## config.mk

```make
export PLATFORM = sky130hd
export DESIGN_NAME = systolic_result_drain
export DESIGN_NICKNAME = d
export VERILOG_FILES = /design/src/rtl/systolic_result_drain.sv
export SDC_FILE = /design/constraint.sdc
export NUM_CORES = 1
export LEC_CHECK = 0
export ABC_AREA = 1
export BUFFER_PORTS_ARGS = -buffer_cell sky130_fd_sc_hd__buf_4
export CAP_MARGIN = 15
export CORE_MARGIN = 2
export CORE_UTILIZATION = 45
export CTS_CLUSTER_SIZE = 24
export DETAILED_ROUTE_END_ITERATION = 8
export PLACE_DENSITY_LB_ADDON = 0.05
export SETUP_SLACK_MARGIN = 0.4
export SYNTH_ARGS = -nofsm -noshare
export SYNTH_HDL_FRONTEND = slang
export SYNTH_SLANG_ARGS = --single-unit
```

## constraint.sdc

```tcl
create_clock -name clk -period 12.6 [get_ports clk]
set_clock_uncertainty 0.2 [all_clocks]
set_input_delay 1.26 -clock clk [delete_from_list [all_inputs] [get_ports clk]]
set_output_delay 1.26 -clock clk [all_outputs]
set_load 0.01 [all_outputs]
```

## src/rtl/systolic_result_drain.sv

```systemverilog
// ---------------------------------------------------------------------------
// systolic_result_drain
//
// Output stage of the systolic matrix multiplier. When the MAC grid pulses
// acc_valid, the whole N*N accumulator array is copied into a local snapshot
// so the grid can be cleared and reloaded immediately. The snapshot is then
// requantized (arithmetic right shift + saturation to OUT_WIDTH) and streamed
// row-major over a valid/ready interface, one element per beat.
//
// Ports:
//   clk        rising-edge clock
//   reset      synchronous, active-high reset
//   acc_in     N*N signed accumulators, element (r,c) at ACC_WIDTH*(r*N+c)
//   acc_valid  single-cycle pulse: acc_in is complete this cycle
//   shift      right-shift amount, sampled together with acc_valid
//   busy       a snapshot is held and not yet fully drained
//   out_data   requantized element (signed)
//   out_row    row index of out_data
//   out_col    column index of out_data
//   out_last   out_data is element (N-1,N-1)
//   out_valid  out_data/out_row/out_col/out_last are valid
//   out_ready  consumer accepts the beat when out_valid is also high
//   sat_flag   some element of the current matrix saturated (sticky until
//              the next capture)
//   dropped    sticky: a capture request arrived while busy and was lost
// ---------------------------------------------------------------------------
module systolic_result_drain #(
    parameter int N           = 2,
    parameter int ACC_WIDTH   = 32,
    parameter int OUT_WIDTH   = 8,
    parameter int LOG2_MAX_N  = 8,
    parameter int SHIFT_WIDTH = 5
) (
    input  logic                         clk,
    input  logic                         reset,
    input  logic [N*N*ACC_WIDTH-1:0]     acc_in,
    input  logic                         acc_valid,
    input  logic [SHIFT_WIDTH-1:0]       shift,
    output logic                         busy,
    output logic [OUT_WIDTH-1:0]         out_data,
    output logic [LOG2_MAX_N-1:0]        out_row,
    output logic [LOG2_MAX_N-1:0]        out_col,
    output logic                         out_last,
    output logic                         out_valid,
    input  logic                         out_ready,
    output logic                         sat_flag,
    output logic                         dropped
);

    localparam int ELEMS = N * N;
    localparam int IDX_W = (ELEMS > 1) ? $clog2(ELEMS) : 1;
    localparam logic [LOG2_MAX_N-1:0] LAST_RC = LOG2_MAX_N'(N - 1);
    localparam logic signed [ACC_WIDTH-1:0] SAT_MAX = ACC_WIDTH'((2 ** (OUT_WIDTH - 1)) - 1);
    localparam logic signed [ACC_WIDTH-1:0] SAT_MIN = -SAT_MAX - 1;

    typedef enum logic {IDLE, STREAM} state_t;

    state_t                      state_reg;
    logic signed [ACC_WIDTH-1:0] acc_arr  [ELEMS];
    logic signed [ACC_WIDTH-1:0] snap_reg [ELEMS];
    logic [SHIFT_WIDTH-1:0]      shift_reg;
    logic [IDX_W-1:0]            elem_reg;
    logic [LOG2_MAX_N-1:0]       row_reg;
    logic [LOG2_MAX_N-1:0]       col_reg;
    logic [OUT_WIDTH-1:0]        out_data_reg;
    logic                        out_last_reg;
    logic                        out_valid_reg;
    logic                        busy_reg;
    logic                        sat_reg;
    logic                        dropped_reg;

    logic                        handshake;
    logic                        final_hs;
    logic                        load_first;
    logic                        advance;
    logic [IDX_W-1:0]            elem_next;
    logic [LOG2_MAX_N-1:0]       row_next;
    logic [LOG2_MAX_N-1:0]       col_next;
    logic signed [ACC_WIDTH-1:0] sel_acc;
    logic [SHIFT_WIDTH-1:0]      sel_shift;
    logic signed [ACC_WIDTH-1:0] shifted;
    logic [OUT_WIDTH-1:0]        quant;
    logic                        quant_sat;

    // Snapshot: one register per element, loaded in parallel on capture.
    // No reset needed; contents are only read while a capture is active.
    generate
        for (genvar gi = 0; gi < ELEMS; gi++) begin : g_snap
            assign acc_arr[gi] = acc_in[ACC_WIDTH*gi +: ACC_WIDTH];

            always_ff @(posedge clk) begin
                if (load_first) begin
                    snap_reg[gi] <= acc_arr[gi];
                end
            end
        end
    endgenerate

    always_comb begin
        handshake  = out_valid_reg && out_ready;
        final_hs   = handshake && out_last_reg;
        // Capture in IDLE, or on the final beat so back-to-back matrices
        // stream without a bubble.
        load_first = acc_valid && ((state_reg == IDLE) || final_hs);
        advance    = handshake && !out_last_reg;

        elem_next = elem_reg + 1'b1;
        row_next  = row_reg;
        col_next  = col_reg + 1'b1;
        if (col_reg == LAST_RC) begin
            col_next = '0;
            row_next = row_reg + 1'b1;
        end

        // On capture the snapshot is not loaded yet, so element (0,0) and
        // its shift come straight from the inputs.
        sel_acc   = load_first ? acc_arr[0] : snap_reg[elem_next];
        sel_shift = load_first ? shift : shift_reg;

        // >>> on a signed operand fills with the sign bit, so shifts of
        // ACC_WIDTH or more naturally give 0 or -1.
        shifted   = sel_acc >>> sel_shift;
        quant     = shifted[OUT_WIDTH-1:0];
        quant_sat = 1'b0;
        if (shifted > SAT_MAX) begin
            quant     = OUT_WIDTH'(SAT_MAX);
            quant_sat = 1'b1;
        end else if (shifted < SAT_MIN) begin
            quant     = OUT_WIDTH'(SAT_MIN);
            quant_sat = 1'b1;
        end
    end

    always_ff @(posedge clk) begin
        if (reset) begin
            state_reg     <= IDLE;
            shift_reg     <= '0;
            elem_reg      <= '0;
            row_reg       <= '0;
            col_reg       <= '0;
            out_data_reg  <= '0;
            out_last_reg  <= 1'b0;
            out_valid_reg <= 1'b0;
            busy_reg      <= 1'b0;
            sat_reg       <= 1'b0;
            dropped_reg   <= 1'b0;
        end else begin
            if (acc_valid && (state_reg == STREAM) && !final_hs) begin
                dropped_reg <= 1'b1;
            end

            if (load_first) begin
                state_reg     <= STREAM;
                shift_reg     <= shift;
                elem_reg      <= '0;
                row_reg       <= '0;
                col_reg       <= '0;
                out_data_reg  <= quant;
                out_last_reg  <= (N == 1);
                out_valid_reg <= 1'b1;
                busy_reg      <= 1'b1;
                sat_reg       <= quant_sat;
            end else if (advance) begin
                elem_reg     <= elem_next;
                row_reg      <= row_next;
                col_reg      <= col_next;
                out_data_reg <= quant;
                out_last_reg <= (row_next == LAST_RC) && (col_next == LAST_RC);
                sat_reg      <= sat_reg | quant_sat;
            end else if (final_hs) begin
                state_reg     <= IDLE;
                out_last_reg  <= 1'b0;
                out_valid_reg <= 1'b0;
                busy_reg      <= 1'b0;
            end
        end
    end

    assign busy      = busy_reg;
    assign out_data  = out_data_reg;
    assign out_row   = row_reg;
    assign out_col   = col_reg;
    assign out_last  = out_last_reg;
    assign out_valid = out_valid_reg;
    assign sat_flag  = sat_reg;
    assign dropped   = dropped_reg;

endmodule

```

==> results.ini <==
[yosys]
yosysSeqAreaShare = 0.5142
synth_top_area_frac = 0.4349
asyncSetResetFlopFracSynth = 0
synthDistinctLibCells = 44
synth_warnings = 0
syn_area_per_cell_um2 = 8.306
syn-cell-area_mm2 = 0.008837
synthTopCellsByArea = edfxtp_1, nand2_1, nand3_1, dfxtp_1, o21ai_0
synth_edf_count = 128
synth_flop_cell = edfxtp_1
syn_inst = 1064
synth-seq-cells = 163
synth_nets = 1205
yosysTopAreaCell = edfxtp_1

[floorplanning]
die_w_um = 144.1
die_y_um = 144.1
io_pins = 166
initial_utilization = 0.4571
core_mm2 = 0.01933
die_area_mm2 = 0.02077
rows = 51

[clocking]
clkTransAtPathRegs_ps = 70
postCtsSetupBuffers = 0
cts_sinks = 163
insertion_delay_ps = 440
cts_resized = 0
cts_tree = yes
clockRootBuffer = clkbuf_16
numCtsBuffers = 17
clockBufferDepth = 2
hold_buffers = 0
htreeDepth = 4

[timing]
max_freq_mhz = 204.6
rsz0062_at_grt = no
hold_viol = 0
setup_tns_ps = 0
max_slew_margin = 0.2765
final-max-slew-violation-count = 0
tightest_slew_ps = 1083
fin_crit_ps = 4889
fin_crit_sh = 0.3880
setup_violations = 0

[place]
port_buffers = 165
gp_congestion = 0.8885
dp_hpwl_mm = 17.34

[drt]
drtIter0Drc = 632
ant_nets = 0
route.detailed.drc = 0
via_count = 7776
wirelength_mm = 24.18
first_pass_iters = 6
viasPerCell = 5.272
routedWlPerCell_um = 16.39

[global_routing]
grt_antenna_before_repair = 0
grt_pass1_wl_mm = 38.43
grt_usage = 0.2400
grt_pass1_vias = 7480
overflow = 0
grt_max_degree = 86

[worst_setup_path]
slowest_stage = clkinv_1
cp_max_fo = 63
regToRegSetupSlack_ps = 8090
start_kind = input port
cpPeakStageDelay_ps = 660
required_ps = 12710
r2r_cells = 21
arrival_ps = 5000
cp_cell_sequence = buf_4 -> nand2_2 -> nand2_4 -> nand2_4 -> inv_4 -> or2_2 -> o21ai_2 -> clkinv_1 -> nand3_1 -> nand2_1 -> nor2_1 -> nand3_1 -> nor2_1 -> nand2_1 -> a21oi_4 -> a21oi_1
critPathKind = in -> reg
r2r-start = elem_reg[0]$_SDFFE_PP0P_
setup.worst_path.end_class = flip-flop
rr_endpoint = sat_flag$_SDFFE_PP0P_

[flow_run]
maxCapViolCount = 0

[status]
status = finished, final reports clean

[final_layout]
drive_above_1_share = 0.1893
area_growth_pct = 21.41
diodes = 0
fillers = 1883
largest_reg_flops = 128
fin_nets = 1338

[worst_hold_path]
hold_path.startpoint = dropped$_SDFFE_PP0P_
hold_depth = 1
holdCritPathClass = reg -> reg
hold_path_end = dropped$_SDFFE_PP0P_

[power]
power_density_mw_per_mm2 = 137.4
p_leak_nw = 4.707
ir_worst_vdd_uv = 103.4
power_mw = 1.474

## worst max-delay path by stage
stage,slack (ps),startpoint,end
2_1_floorplan,5740,out_ready,out_data[0]$_SDFFE_PP0P_
3_3_place_gp,7310,out_ready,out_data[0]$_SDFFE_PP0P_
3_5_place_dp,7260,out_ready,out_data[2]$_SDFFE_PP0P_
4_1_cts,7720,out_ready,out_data[6]$_SDFFE_PP0P_
5_1_grt,7250,out_ready,out_data[5]$_SDFFE_PP0P_
6_report,7710,out_ready,out_data[6]$_SDFFE_PP0P_
## per-layer routing
metal	part of all wire	global-route usage
met1	0.44	0.3133
met2	0.48	0.4005
met3	0.060	0.04768
met4	0.023	0.08278
met5	0	0
## through the flow
step	cell area [um2]	util	setup WS, ps	hold WS (ps)	instances
after floorplan	8837	-	5736	289.7	1064
after global placement	10120	0.5235	7305	253.3	1443
after detailed placement	10120	0.5235	7261	263.6	1443
after CTS	10730	0.5549	7718	281.7	1475
after global routing	10730	0.5549	7252	324.9	1475
final	10730	0.5549	7711	275.1	1475
## power by group
part,internal [mW],switching (mW),total (mW),leakage (nW)
sequential,0.615,0.0104,0.625,1.51
combinational,0.114,0.202,0.316,2.91
clock,0.284,0.249,0.533,0.290
total,1.01,0.461,1.47,4.71
## worst max-delay path: cells and delay by family
kind / cells / cell delay, ps
compound gates: 3 / 680
buf+inv: 3 / 1210
simple gates: 10 / 1800
## placed cells by master, fill, tap and decap left out, types with 5 or more instances in the layout
| master | netlist | routed |
|---|---|---|
| a21oi_1 | 39 | 39 |
| buf_4 | 7 | 169 |
| clkbuf_16 | 0 | 17 |
| dfxtp_1 | 35 | 35 |
| edfxtp_1 | 128 | 128 |
| inv_1 | 46 | 46 |
| inv_6 | 0 | 5 |
| nand2_1 | 326 | 326 |
| nand3_1 | 233 | 233 |
| nand4_1 | 7 | 7 |
| nor2_1 | 49 | 49 |
| o21ai_0 | 40 | 40 |
| o22ai_1 | 9 | 9 |
| or2_1 | 24 | 24 |
| xor2_1 | 7 | 7 |
## Yosys cell counts (4+ instances only)
| library cell | count |
|---|---|
| a21oi_1 | 39 |
| buf_2 | 26 |
| buf_4 | 7 |
| buf_6 | 7 |
| clkbuf_1 | 13 |
| dfxtp_1 | 35 |
| edfxtp_1 | 128 |
| ha_1 | 4 |
| inv_1 | 46 |
| inv_2 | 5 |
| nand2_1 | 326 |
| nand2_2 | 4 |
| nand2_4 | 4 |
| nand3_1 | 233 |
| nand4_1 | 7 |
| nor2_1 | 49 |
| nor3_1 | 4 |
| o211ai_1 | 4 |
| o21ai_0 | 40 |
| o22ai_1 | 9 |
| or2_1 | 24 |
| or2_2 | 4 |
| xor2_1 | 7 |
## kinds of logic (layout without fill, tap and decap cells)
family	count (synthesis)	after routing	synth area share
adders and majority gates	4	4	0.005664
DFF	163	163	0.5142
buffers and inverters	109	255	0.05947
and+or+nand+nor	668	668	0.3377
xor gates and xnor gates	9	9	0.008920
AOI/OAI and AO/OA	108	108	0.07065
muxes	3	3	0.003398
## layout make-up
| class | instances | area (um2) | area share |
|---|---|---|---|
| repair buffers | 169 | 1269 | 0.1183 |
| clock buffers | 17 | 425.4 | 0.03965 |
| clock inverters | 15 | 181.4 | 0.01691 |
| multi-input cells | 792 | 3767 | 0.3511 |
| inverters | 54 | 210.2 | 0.01959 |
| well taps | 265 | 331.6 | 0.03090 |
| flip-flops and latches | 163 | 4544 | 0.4236 |
Note: power is estimated with default switching activity, not from simulation.
